`config.mk`:
```
export PLATFORM = sky130hd
export DESIGN_NAME = parking_ctrl_multi
export DESIGN_NICKNAME = d
export VERILOG_FILES = /design/src/rtl/parking_ctrl_multi.sv
export SDC_FILE = /design/constraint.sdc
export NUM_CORES = 1
export LEC_CHECK = 0
export CAP_MARGIN = 20
export CELL_PAD_IN_SITES_DETAIL_PLACEMENT = 0
export CELL_PAD_IN_SITES_GLOBAL_PLACEMENT = 2
export CORE_ASPECT_RATIO = 1.4
export CORE_UTILIZATION = 33
export CTS_BUF_LIST = sky130_fd_sc_hd__clkbuf_4 sky130_fd_sc_hd__clkbuf_8 sky130_fd_sc_hd__clkbuf_16
export DETAILED_ROUTE_END_ITERATION = 16
export GPL_TIMING_DRIVEN = 0
export HOLD_SLACK_MARGIN = 0.08
export PLACE_DENSITY_LB_ADDON = 0.2
export SLEW_MARGIN = 20
export SYNTH_ARGS = -nofsm -noshare
export SYNTH_HDL_FRONTEND = slang
export SYNTH_SLANG_ARGS = --single-unit
```
`constraint.sdc`:
```
create_clock -name CLOCK_50 -period 2.98 [get_ports CLOCK_50]
set_input_delay 0.447 -clock CLOCK_50 [delete_from_list [all_inputs] [get_ports CLOCK_50]]
set_output_delay 0.447 -clock CLOCK_50 [all_outputs]
set_load 0.05 [all_outputs]
```
`src/rtl/parking_ctrl_multi.sv`:
```
// Multi-slot parking controller: entry-gate password FSM with lockout, plus an
// occupancy counter driven by entries and exit-sensor rising edges.
module parking_ctrl_multi #(
    parameter int unsigned       CAPACITY    = 8,
    parameter int unsigned       PASS_W      = 4,
    parameter logic [PASS_W-1:0] PASSWORD    = 4'b1011,
    parameter int unsigned       MAX_TRIES   = 3,
    parameter int unsigned       WAIT_CYCLES = 500,
    parameter int unsigned       OPEN_CYCLES = 200,
    parameter int unsigned       LOCK_CYCLES = 1000
) (
    input  logic                               CLOCK_50,
    input  logic                               RESET,
    input  logic                               entry_sensor,
    input  logic                               exit_sensor,
    input  logic [PASS_W-1:0]                  pass_in,
    input  logic                               pass_submit,
    output logic                               gate_open,
    output logic                               alarm,
    output logic                               lot_full,
    output logic [$clog2(CAPACITY+1)-1:0]      occupancy,
    output logic [$clog2(CAPACITY+1)-1:0]      free_slots,
    output logic [2:0]                         state_code
);

    localparam int unsigned OccW   = $clog2(CAPACITY + 1);
    localparam int unsigned TMax01 = (WAIT_CYCLES > OPEN_CYCLES) ? WAIT_CYCLES : OPEN_CYCLES;
    localparam int unsigned TMax   = (TMax01 > LOCK_CYCLES) ? TMax01 : LOCK_CYCLES;
    localparam int unsigned TimerW = $clog2(TMax + 1);

    localparam logic [TimerW-1:0] WaitLd   = TimerW'(WAIT_CYCLES);
    localparam logic [TimerW-1:0] OpenLd   = TimerW'(OPEN_CYCLES);
    localparam logic [TimerW-1:0] LockLd   = TimerW'(LOCK_CYCLES);
    localparam logic [TimerW-1:0] TimerOne = TimerW'(1);
    localparam logic [OccW-1:0]   CapVal   = OccW'(CAPACITY);
    localparam logic [3:0]        MaxTries = 4'(MAX_TRIES);

    typedef enum logic [2:0] {
        StIdle      = 3'd0,
        StWaitPass  = 3'd1,
        StWrongPass = 3'd2,
        StGateOpen  = 3'd3,
        StStop      = 3'd4,
        StLocked    = 3'd5
    } state_t;

    state_t              r_state;
    logic [TimerW-1:0]   r_timer;
    logic [3:0]          r_tries;
    logic [OccW-1:0]     r_occ;
    logic                r_exit;

    logic                w_full;
    logic                w_waiting;
    logic                w_submit_ok;
    logic                w_submit_bad;
    logic                w_inc;
    logic                w_dec;
    logic                w_expire;
    logic [3:0]          w_tries_nxt;

    assign w_full       = (r_occ == CapVal);
    assign w_waiting    = (r_state == StWaitPass) || (r_state == StWrongPass);
    assign w_submit_ok  = w_waiting && pass_submit && (pass_in == PASSWORD);
    assign w_submit_bad = w_waiting && pass_submit && (pass_in != PASSWORD);
    assign w_inc        = w_submit_ok && !w_full;
    assign w_dec        = exit_sensor && !r_exit && (r_occ != '0);
    // Leaving on the edge where the timer would hit zero gives exactly N cycles in state.
    assign w_expire     = (r_timer <= TimerOne);
    assign w_tries_nxt  = r_tries + 4'd1;

    always_ff @(posedge CLOCK_50 or posedge RESET) begin
        if (RESET) begin
            r_state <= StIdle;
            r_timer <= '0;
            r_tries <= '0;
        end else begin
            case (r_state)
                StIdle: begin
                    if (entry_sensor && !w_full) begin
                        r_state <= StWaitPass;
                        r_timer <= WaitLd;
                    end
                end
                StWaitPass, StWrongPass: begin
                    if (w_submit_ok) begin
                        r_tries <= '0;
                        if (w_full) begin
                            r_state <= StIdle;
                            r_timer <= '0;
                        end else begin
                            r_state <= StGateOpen;
                            r_timer <= OpenLd;
                        end
                    end else if (w_submit_bad) begin
                        r_tries <= w_tries_nxt;
                        if (w_tries_nxt == MaxTries) begin
                            r_state <= StLocked;
                            r_timer <= LockLd;
                        end else begin
                            r_state <= StWrongPass;
                            r_timer <= WaitLd;
                        end
                    end else if (w_expire) begin
                        r_state <= StIdle;
                        r_timer <= '0;
                    end else begin
                        r_timer <= r_timer - TimerOne;
                    end
                end
                StGateOpen: begin
                    if (w_expire) begin
                        r_state <= entry_sensor ? StStop : StIdle;
                        r_timer <= '0;
                    end else begin
                        r_timer <= r_timer - TimerOne;
                    end
                end
                StStop: begin
                    if (!entry_sensor) begin
                        r_state <= StIdle;
                    end
                end
                StLocked: begin
                    if (w_expire) begin
                        r_state <= StIdle;
                        r_timer <= '0;
                        r_tries <= '0;
                    end else begin
                        r_timer <= r_timer - TimerOne;
                    end
                end
                default: begin
                    r_state <= StIdle;
                    r_timer <= '0;
                end
            endcase
        end
    end

    // A coincident entry and exit cancel out.
    always_ff @(posedge CLOCK_50 or posedge RESET) begin
        if (RESET) begin
            r_occ  <= '0;
            r_exit <= 1'b0;
        end else begin
            r_exit <= exit_sensor;
            if (w_inc && !w_dec) begin
                r_occ <= r_occ + OccW'(1);
            end else if (w_dec && !w_inc) begin
                r_occ <= r_occ - OccW'(1);
            end
        end
    end

    assign gate_open  = (r_state == StGateOpen);
    assign alarm      = (r_state == StWrongPass) || (r_state == StStop) || (r_state == StLocked);
    assign lot_full   = w_full;
    assign occupancy  = r_occ;
    assign free_slots = CapVal - r_occ;
    assign state_code = r_state;

endmodule

```
Yosys cells after proc, flatten, opt, wreduce, memory -nomap -nowiden
Cells that the tools add are included.
Cells by class
  add/subtract/negate cells: 5
  order comparisons: 1
  equal/unequal tests: 14
  multiplexer cells: 23
  bitwise operators: 1
  reductions and logical operators: 25
Operators with widths (count)
  2-to-1 mux 10 bit: 5
  case mux 10 bit (4 select lines): 1
  2-to-1 mux 3 bit: 8
  2-to-1 mux 4 bit: 5
  case mux 3 bit (5 select lines): 1
  less-or-equal comparator 10 x 1 -> 1 bit (second input constant): 1
  subtractor 10 x 1 -> 10 bit (second input constant): 1
  logical AND 1 bit: 9
  adder 4 x 1 -> 4 bit (second input constant): 2
  equality test 4 bit (second input constant): 2
  2-to-1 mux 8 bit: 1
  case mux 4 bit (2 select lines): 1
  equality test 3 x 2 -> 1 bit (second input constant): 2
  equality test 3 bit (second input constant): 2
  != test 2 bit (second input constant): 3
  AND reduction 3 bit: 2
  equality test 4 x 2 -> 1 bit (second input constant): 1
  zero test 1 bit: 4
  != test 4 bit (second input constant): 1
  nonzero test 2 bit: 2
  nonzero test 4 bit: 1
  OR reduction 2 bit: 2
  subtractor 4 x 1 -> 4 bit (second input constant): 1
  subtractor 4 bit (first input constant): 1
  8 further kinds: 10
Storage, ports and cells
  flip-flop bits (word level): 22
  input bits: 9
  output and inout bits: 14
  logic and storage cells: 74

Logic depth before layout (Yosys ltp)
Gate-level depths: netlist (run 1).
  word-level depth: 9
  gate-level depth with buffers: 13
  gate-level depth less buffers: 13

Least setup slack after synthesis (run 1)
No wires, ideal clock.
  path kind: reg-to-reg
  from: register r_state[0] (netlist: state_code[0])
  to: register r_occ[3] (netlist: occupancy[3])
  library setup time: 0.147 ns
  arrival: 2.574 ns
  required time: 2.833 ns
  slack: 0.259 ns
  cell stages (with the launch flop): 13
  path buffers: 1
  period minus slack after synthesis: 2.721 ns
  path through: dfrtp_1 -> clkbuf_1 -> xor2_1 -> nand2_1 -> nor2_1 -> ha_1 -> inv_1 -> ha_1 -> a21o_1 -> a21oi_1 -> xnor2_1 -> nor2_1 -> xor2_1
On the way
  longest elaborated chain between the ends: 8
  elaborated cells on any way between the ends: 11
  those cells by class: 2 x eq/ne; 1 x mux; 8 x reduce/logical
Ends and longest elaborated chain
  start, declared: RTL line 47  | state_t r_state;
  start signal, assigned: RTL line 74  | r_state <= StIdle;
  start signal, assigned: RTL line 81  | r_state <= StWaitPass;
  start signal, assigned: RTL line 89  | r_state <= StIdle;
  equality test 3 x 1 -> 1 bit / equality test 3 x 2 -> 1 bit (equally long branches): RTL line 63  | assign w_waiting = (r_state == StWaitPass) || (r_state == StWrongPass);
  logical OR 1 bit *: RTL line 63
  logical AND 1 bit * (2 in series): RTL line 64  | assign w_submit_ok = w_waiting && pass_submit && (pass_in == PASSWORD);
  logical AND 1 bit *: RTL line 66  | assign w_inc = w_submit_ok && !w_full;
  zero test 1 bit: RTL line 150  | end else if (w_dec && !w_inc) begin
  logical AND 1 bit: RTL line 150
  nonzero test 2 bit (no line)
  end signal, assigned: RTL line 149  | r_occ <= r_occ + OccW'(1);
  end signal, assigned: RTL line 151  | r_occ <= r_occ - OccW'(1);
  end, declared: RTL line 50  | logic [OccW-1:0] r_occ;
Every way passes the cells marked *; elsewhere a longest branch is shown, timed or not.
A chain may end at the register's enable or synchronous reset.

Worst setup path after layout (run 1)
  from: register r_state[1] (netlist: state_code[1])
  to: output alarm
On the way
  longest elaborated chain between the ends: 3
  elaborated cells on any way between the ends: 5
  those cells by class: 3 x eq/ne; 2 x reduce/logical
Ends and longest elaborated chain
  equality test 3 x 2 -> 1 bit / equality test 3 bit (equally long branches): RTL line 157  | assign alarm = (r_state == StWrongPass) || (r_state == StStop) || (r_state == StLocked);
  logical OR 1 bit: RTL line 157
  logical OR 1 bit *: RTL line 157
  end, declared: RTL line 19  | output logic alarm,
Marked as above.

==> results.yml, run 1 <==
placement:
  numPortBuffers: 22
  dpl.hpwl_mm: 3.13
  postPlaceCellArea_um2: 1890
  place_congestion: 0.819
setup_path:
  slowest_stage: "sky130_fd_sc_hd__clkdlybuf4s50_1"
  worst-r2r-cell-count: 13
  timing.critical_path.fanout_max: 10
  worst_path_largest_cell_delay_ps: 720
  r2r-start: "occupancy[0]"
  critical_path_required_ps: 2530
  cp.arrival_ps: 2290
  r2r_end: "occupancy[3]"
  worst-r2r-setup-slack_ps: 280
  crit_chain: "clkbuf_1 > clkbuf_1 > nand2b_1 > o21ai_0 > clkdlybuf4s50_1"
  critPathMostFrequentCell: "sky130_fd_sc_hd__clkbuf_1"
  endpoint_kind: "primary output"
  crit_path_start_kind: "flop"
  worstSetupPathType: "flop to primary output"
global_route:
  grt_overflow: 0
  via_count_of_the_first_global_routing_pass: 1467
  grt_start_max_net_pins: 23
  antenna_found_initial: 0
  track_usage_pct: 17.7
  grt_pass1_wl_mm: 6.97
min_path:
  timing.hold.worst_endpoint: "r_timer[9]"
  worstHoldStart: "r_timer[9]"
  worstHoldPathCells: 1
  hold_path_class: "flop to flop"
cells_and_area:
  n_antenna_cell: 0
  num-nets-final: 226
  synthToLayoutAreaGrowth_pct: 23.3
  final_layout_size_suffix_gt1_share_pct: 8.21
  most-common-layout-cells: "sky130_fd_sc_hd__clkdlybuf4s50_1 (22), sky130_fd_sc_hd__dfrtp_1 (22), sky130_fd_sc_hd__nand2_1 (15), sky130_fd_sc_hd__inv_1 (14), sky130_fd_sc_hd__o21ai_0 (14)"
  final_cell_area_um2: 1960
synth:
  synth.lib_cells_used.distinct: 47
  ys.flop_type: "sky130_fd_sc_hd__dfrtp_1"
  netlist_instances: 182
  sequential_share_of_the_synthesized_area_pct: 34.6
  yosys_warnings: 0
  async_reset_ff_share_pct: 100
  synth-seq-cells: 22
  syn_area_um2: 1590
  post_synth.cell_area_avg_um2: 8.74
  post_synth_edffs: 0
  synth.net_count: 200
die:
  rows: 29
  die_y_um: 84.2
  floorplan.core_area_um2: 4570
  initial_core_utilization_pct: 34.8
  io-pin-count: 23
  die_area_um2: 5110
  die_boundary_width_um: 60.7
timing:
  hold_ws_ps: 543
  highest_clock_rate_ghz: 0.366
  slew_headroom_pct: 40.0
  worst_pin_slew_ps: 893
  fin_crit_ps: 2730
  finalSetupViolations: 0
  rsz0062_at_grt: "false"
  timing.final.hold_violations: 0
  setup-tns-final_ps: 0
  layout_skew_ps: 10.1
  number_of_max_slew_violations_in_the_final_report: 0
  timing.final.crit_share_pct: 91.7
run:
  max-cap-violations: 0
clocking:
  clock_sink_count: 22
  path_clk_slew_ps: 90
  cts-root-to-sink-buffers: 2
  clock-root-buffer: "sky130_fd_sc_hd__clkbuf_8"
  cts_htree_levels: 1
  cts_made_buffers: 3
  cts-hold-fix-buffers: 0
  worstSkewPairLatency_ps: 270
  cts_tree: "done"
routing:
  vias_per_cell: 5.47
  num_vias: 1472
  drt-wirelength-per-cell_um: 15.0
  detailed_route_drc_error_count: 0
  detail-route-antenna-nets: 0
  detail_route.iter0.violations: 88
  postRouteWirelength_mm: 4.04
  drt_first_pass_iters: 5
outcome:
  run_status: "complete, no violations"
-- layer usage --
layer | global-route usage [%] | share of wire [%] | vias up
met5 | 0 | 0 | -
met1 | 22.5 | 42 | 700
met2 | 30.5 | 53 | 42
met4 | 5.58 | 1.8 | 0
li1 | - | - | 723
met3 | 2.16 | 3.4 | 7
-- cells in the mapped netlist, types with 2 or more instances --
cell / count / share of area, %
sky130_fd_sc_hd__dfrtp_1: 22 / 35
sky130_fd_sc_hd__nand2_1: 15 / 3.5
sky130_fd_sc_hd__inv_1: 14 / 3.3
sky130_fd_sc_hd__o21ai_0: 14 / 4.4
sky130_fd_sc_hd__a21oi_1: 12 / 3.8
sky130_fd_sc_hd__ha_1: 8 / 6.3
sky130_fd_sc_hd__nand3_1: 8 / 2.5
sky130_fd_sc_hd__nor2_1: 7 / 1.7
sky130_fd_sc_hd__nand2b_1: 6 / 2.4
sky130_fd_sc_hd__nor3_1: 6 / 1.9
sky130_fd_sc_hd__or3_1: 5 / 2.0
sky130_fd_sc_hd__nand4_1: 4 / 1.6
sky130_fd_sc_hd__nor2b_1: 4 / 1.6
sky130_fd_sc_hd__xnor2_1: 4 / 2.2
sky130_fd_sc_hd__xor2_1: 4 / 2.2
sky130_fd_sc_hd__a21o_1: 3 / 1.4
sky130_fd_sc_hd__clkbuf_1: 3 / 0.71
sky130_fd_sc_hd__o211ai_1: 3 / 1.4
sky130_fd_sc_hd__o31ai_1: 3 / 1.4
sky130_fd_sc_hd__a211o_1: 2 / 1.1
sky130_fd_sc_hd__a211oi_1: 2 / 0.94
sky130_fd_sc_hd__a22o_1: 2 / 1.1
sky130_fd_sc_hd__a31oi_1: 2 / 0.79
sky130_fd_sc_hd__and2_1: 2 / 0.79
sky130_fd_sc_hd__nand3b_1: 2 / 0.94
sky130_fd_sc_hd__o311ai_0: 2 / 1.1
sky130_fd_sc_hd__or2_2: 2 / 0.79
sky130_fd_sc_hd__or4_4: 2 / 1.4
-- sequential cells by signal, indices dropped and copies added (netlist names) --
signal / cells
occupancy: 4
r_exit: 1
r_timer: 10
r_tries: 4
state_code: 3
-- kinds of logic (layout without fill, tap and decap cells) --
logic type	after synthesis	count (layout)	synth area share [%]
DFF	22	22	34.6
adders and majority gates	9	9	7.55
xor gates and xnor gates	8	8	4.40
and+or+nand+nor	68	68	24.7
buffers and inverters	19	44	4.80
muxes	2	2	1.34
AOI/OAI and AO/OA	54	54	22.6
-- through the flow --
stage / setup slack [ps] / utilization [%] / instances
after floorplan: 259 / - / 182
after global placement: 22.4 / 41.3 / 266
after detailed placement: -22.6 / 41.4 / 266
after CTS: 235 / 43.0 / 270
after global routing: 5.61 / 42.9 / 269
final: 248 / 42.9 / 269
-- layout make-up --
class	count	area (um^2)
Clock buffer	3	41.3
Fill cell	472	2610
Sequential cell	22	551
Inverter	14	52.6
Buffer	4	20.0
Clock inverter	1	30.0
Tap cell	62	77.6
Multi-Input combinational cell	141	970
Timing Repair Buffer	22	220
-- critical path, delay by kind of cell (launching register included) --
family          cells  cell delay (ps)
buf+inv             3             1390
compound gates      1               80
flops               1              350
simple gates        1              180
-- how the worst max path moves through the flow --
stage | startpoint | to | slack, ps | cells past startpoint
6_report | state_code[1] | alarm | 250 | 5
3_5_place_dp | pass_submit | occupancy[3] | -20 | 12
5_1_grt | occupancy[1] | occupancy[3] | 6 | 13
4_1_cts | occupancy[0] | lot_full | 240 | 5
2_1_floorplan | state_code[0] | occupancy[3] | 260 | 12
3_3_place_gp | pass_submit | occupancy[3] | 20 | 12
-- timing repair --
action,in CTS,in global routing
setup endpoints to repair,0,1
setup buffers,0,0
gates resized for setup,0,0
Power of run 1 is left out: the tool's default activity adds up to more than one toggle a clock period on the data nets, which glitch-free logic cannot reach.
==> inputs of run 2 (changes only) <==
- RECOVER_POWER: unset -> 50
==> run 2 against run 1 <==
Fmax is 0.28% higher. Non-clock buffer count unchanged. Setup slack better by 7.6 ps. Cell area shrank 0.45%. Flip-flop and latch count stayed put. Sequential share of layout area increased by 0.13 points. Global-route usage is the same. Routed wire length rose by 0.15%. Die area did not move.
==> results.yml, run 2 (synthesized netlist as in run 1, its figures left out) <==
global_route:
  via_count_of_the_first_global_routing_pass: 1467
  antenna_found_initial: 0
  grt_overflow: 0
  track_usage_pct: 17.7
  grt_start_max_net_pins: 23
  grt_pass1_wl_mm: 6.97
die:
  die_boundary_width_um: 60.7
  rows: 29
  floorplan.core_area_um2: 4570
  io-pin-count: 23
  die_area_um2: 5110
  die_y_um: 84.2
  initial_core_utilization_pct: 34.8
clocking:
  worstSkewPairLatency_ps: 270
  cts_htree_levels: 1
  path_clk_slew_ps: 90
  clock_sink_count: 22
  cts-root-to-sink-buffers: 2
  cts_tree: "done"
  postCtsResizedCells: 0
  cts-hold-fix-buffers: 0
  clock-root-buffer: "sky130_fd_sc_hd__clkbuf_8"
  cts_made_buffers: 3
  cts.repair_timing.setup_buffer_count: 0
cells_and_area:
  num-nets-final: 226
  synthToLayoutAreaGrowth_pct: 22.7
  layout.filler_cells: 472
  n_antenna_cell: 0
  instances_no_fill: 269
  largest_reg_flops: 10
  register_ranked_first_by_flip_flop_count: "r_timer"
  mostFrequentLayoutCell: "sky130_fd_sc_hd__dfrtp_1"
  most-common-layout-cells: "sky130_fd_sc_hd__dfrtp_1 (22), sky130_fd_sc_hd__clkdlybuf4s50_1 (17), sky130_fd_sc_hd__nand2_1 (15), sky130_fd_sc_hd__inv_1 (14), sky130_fd_sc_hd__o21ai_0 (14)"
  final_layout_size_suffix_gt1_share_pct: 8.21
placement:
  dpl.hpwl_mm: 3.13
  numPortBuffers: 22
  placement.setup.worst_slack_ps: -22.6
  place_congestion: 0.819
  placedCellCount: 266
setup_path:
  critical_path_required_ps: 2530
  cp.arrival_ps: 2280
  timing.critical_path.fanout_max: 10
  worstSetupPathType: "flop to primary output"
  worst-r2r-cell-count: 13
  endpoint_kind: "primary output"
  crit_path_start_kind: "flop"
timing:
  fin_crit_ps: 2720
  timing.final.hold_violations: 0
  rsz0062_at_grt: "false"
  finalSetupViolations: 0
  postLayoutSetupSlackWorst_ps: 255
  layout_skew_ps: 11.3
  highest_clock_rate_ghz: 0.367
  worst_pin_slew_ps: 892
  slew_headroom_pct: 40.0
  number_of_max_slew_violations_in_the_final_report: 0
  timing.final.crit_share_pct: 91.4
  setup-tns-final_ps: 0
routing:
  drt_first_pass_iters: 5
  detail-route-antenna-nets: 0
  postRouteWirelength_mm: 4.04
  vias_per_cell: 5.46
  detailed_route_drc_error_count: 0
  drt-wirelength-per-cell_um: 15.0
  detail_route.iter0.violations: 94
  num_vias: 1470
run:
  max-cap-violations: 0
outcome:
  run_status: "complete, no violations"
min_path:
  hold_path_class: "flop to flop"
  worstHoldPathCells: 1
[run 2: changes by cell type in the layout (fill, tap and decap cells not counted)]
| cell | delta |
|---|---|
| sky130_fd_sc_hd__clkdlybuf4s50_1 | -5 |
| sky130_fd_sc_hd__dlygate4sd3_1 | +5 |
| sky130_fd_sc_hd__nor4_2 | +1 |
| sky130_fd_sc_hd__nor4_4 | -1 |
[run 2: path summary, 6_finish.rpt]
check / startpoint / end / slack (ps)
worst max-delay path: state_code[1] / alarm / 260
worst min-delay path: r_timer[9] / r_timer[9] / 540
worst max register to register: occupancy[0] / occupancy[3] / 270
worst min register to register: r_timer[9] / r_timer[9] / 540
max in group asynchronous: RESET / r_timer[0] / 1620
min in group asynchronous: RESET / r_exit / 800
[run 2: cell type report]
type | count | area [um^2] | share of cell area (%)
tap | 62 | 77.6 | 3.97
multi-input combinational | 141 | 961 | 49.2
timing repair buffer | 22 | 220 | 11.3
inverter | 14 | 52.6 | 2.69
clock inverter | 1 | 30.0 | 1.54
sequential | 22 | 551 | 28.2
buffer | 4 | 20.0 | 1.02
clock buffer | 3 | 41.3 | 2.11
[run 2: per-layer routing]
layer	wire length, um	GRT usage [%]	up-vias
met1	1690	22.5	703
met2	2150	30.5	36
met5	0	0	-
met3	133	2.16	7
li1	-	-	724
met4	72	5.58	0
[run 2: critical path, cell delays in order, from the launching register on]
cell and delay (ps):
sky130_fd_sc_hd__dfrtp_1 340, sky130_fd_sc_hd__clkbuf_1 300, sky130_fd_sc_hd__clkbuf_1 370, sky130_fd_sc_hd__nand2b_1 180, sky130_fd_sc_hd__o21ai_0 80, sky130_fd_sc_hd__clkdlybuf4s50_1 720
[run 2: metrics by stage]
stage	area, um^2	hold slack [ps]	utilization (%)
2_1_floorplan	1590	436	-
3_3_place_gp	1890	517	41.3
3_5_place_dp	1890	514	41.4
4_1_cts	1970	545	43.0
5_1_grt	1950	568	42.7
6_report	1950	543	42.7
Power of run 2 is left out for the same reason.
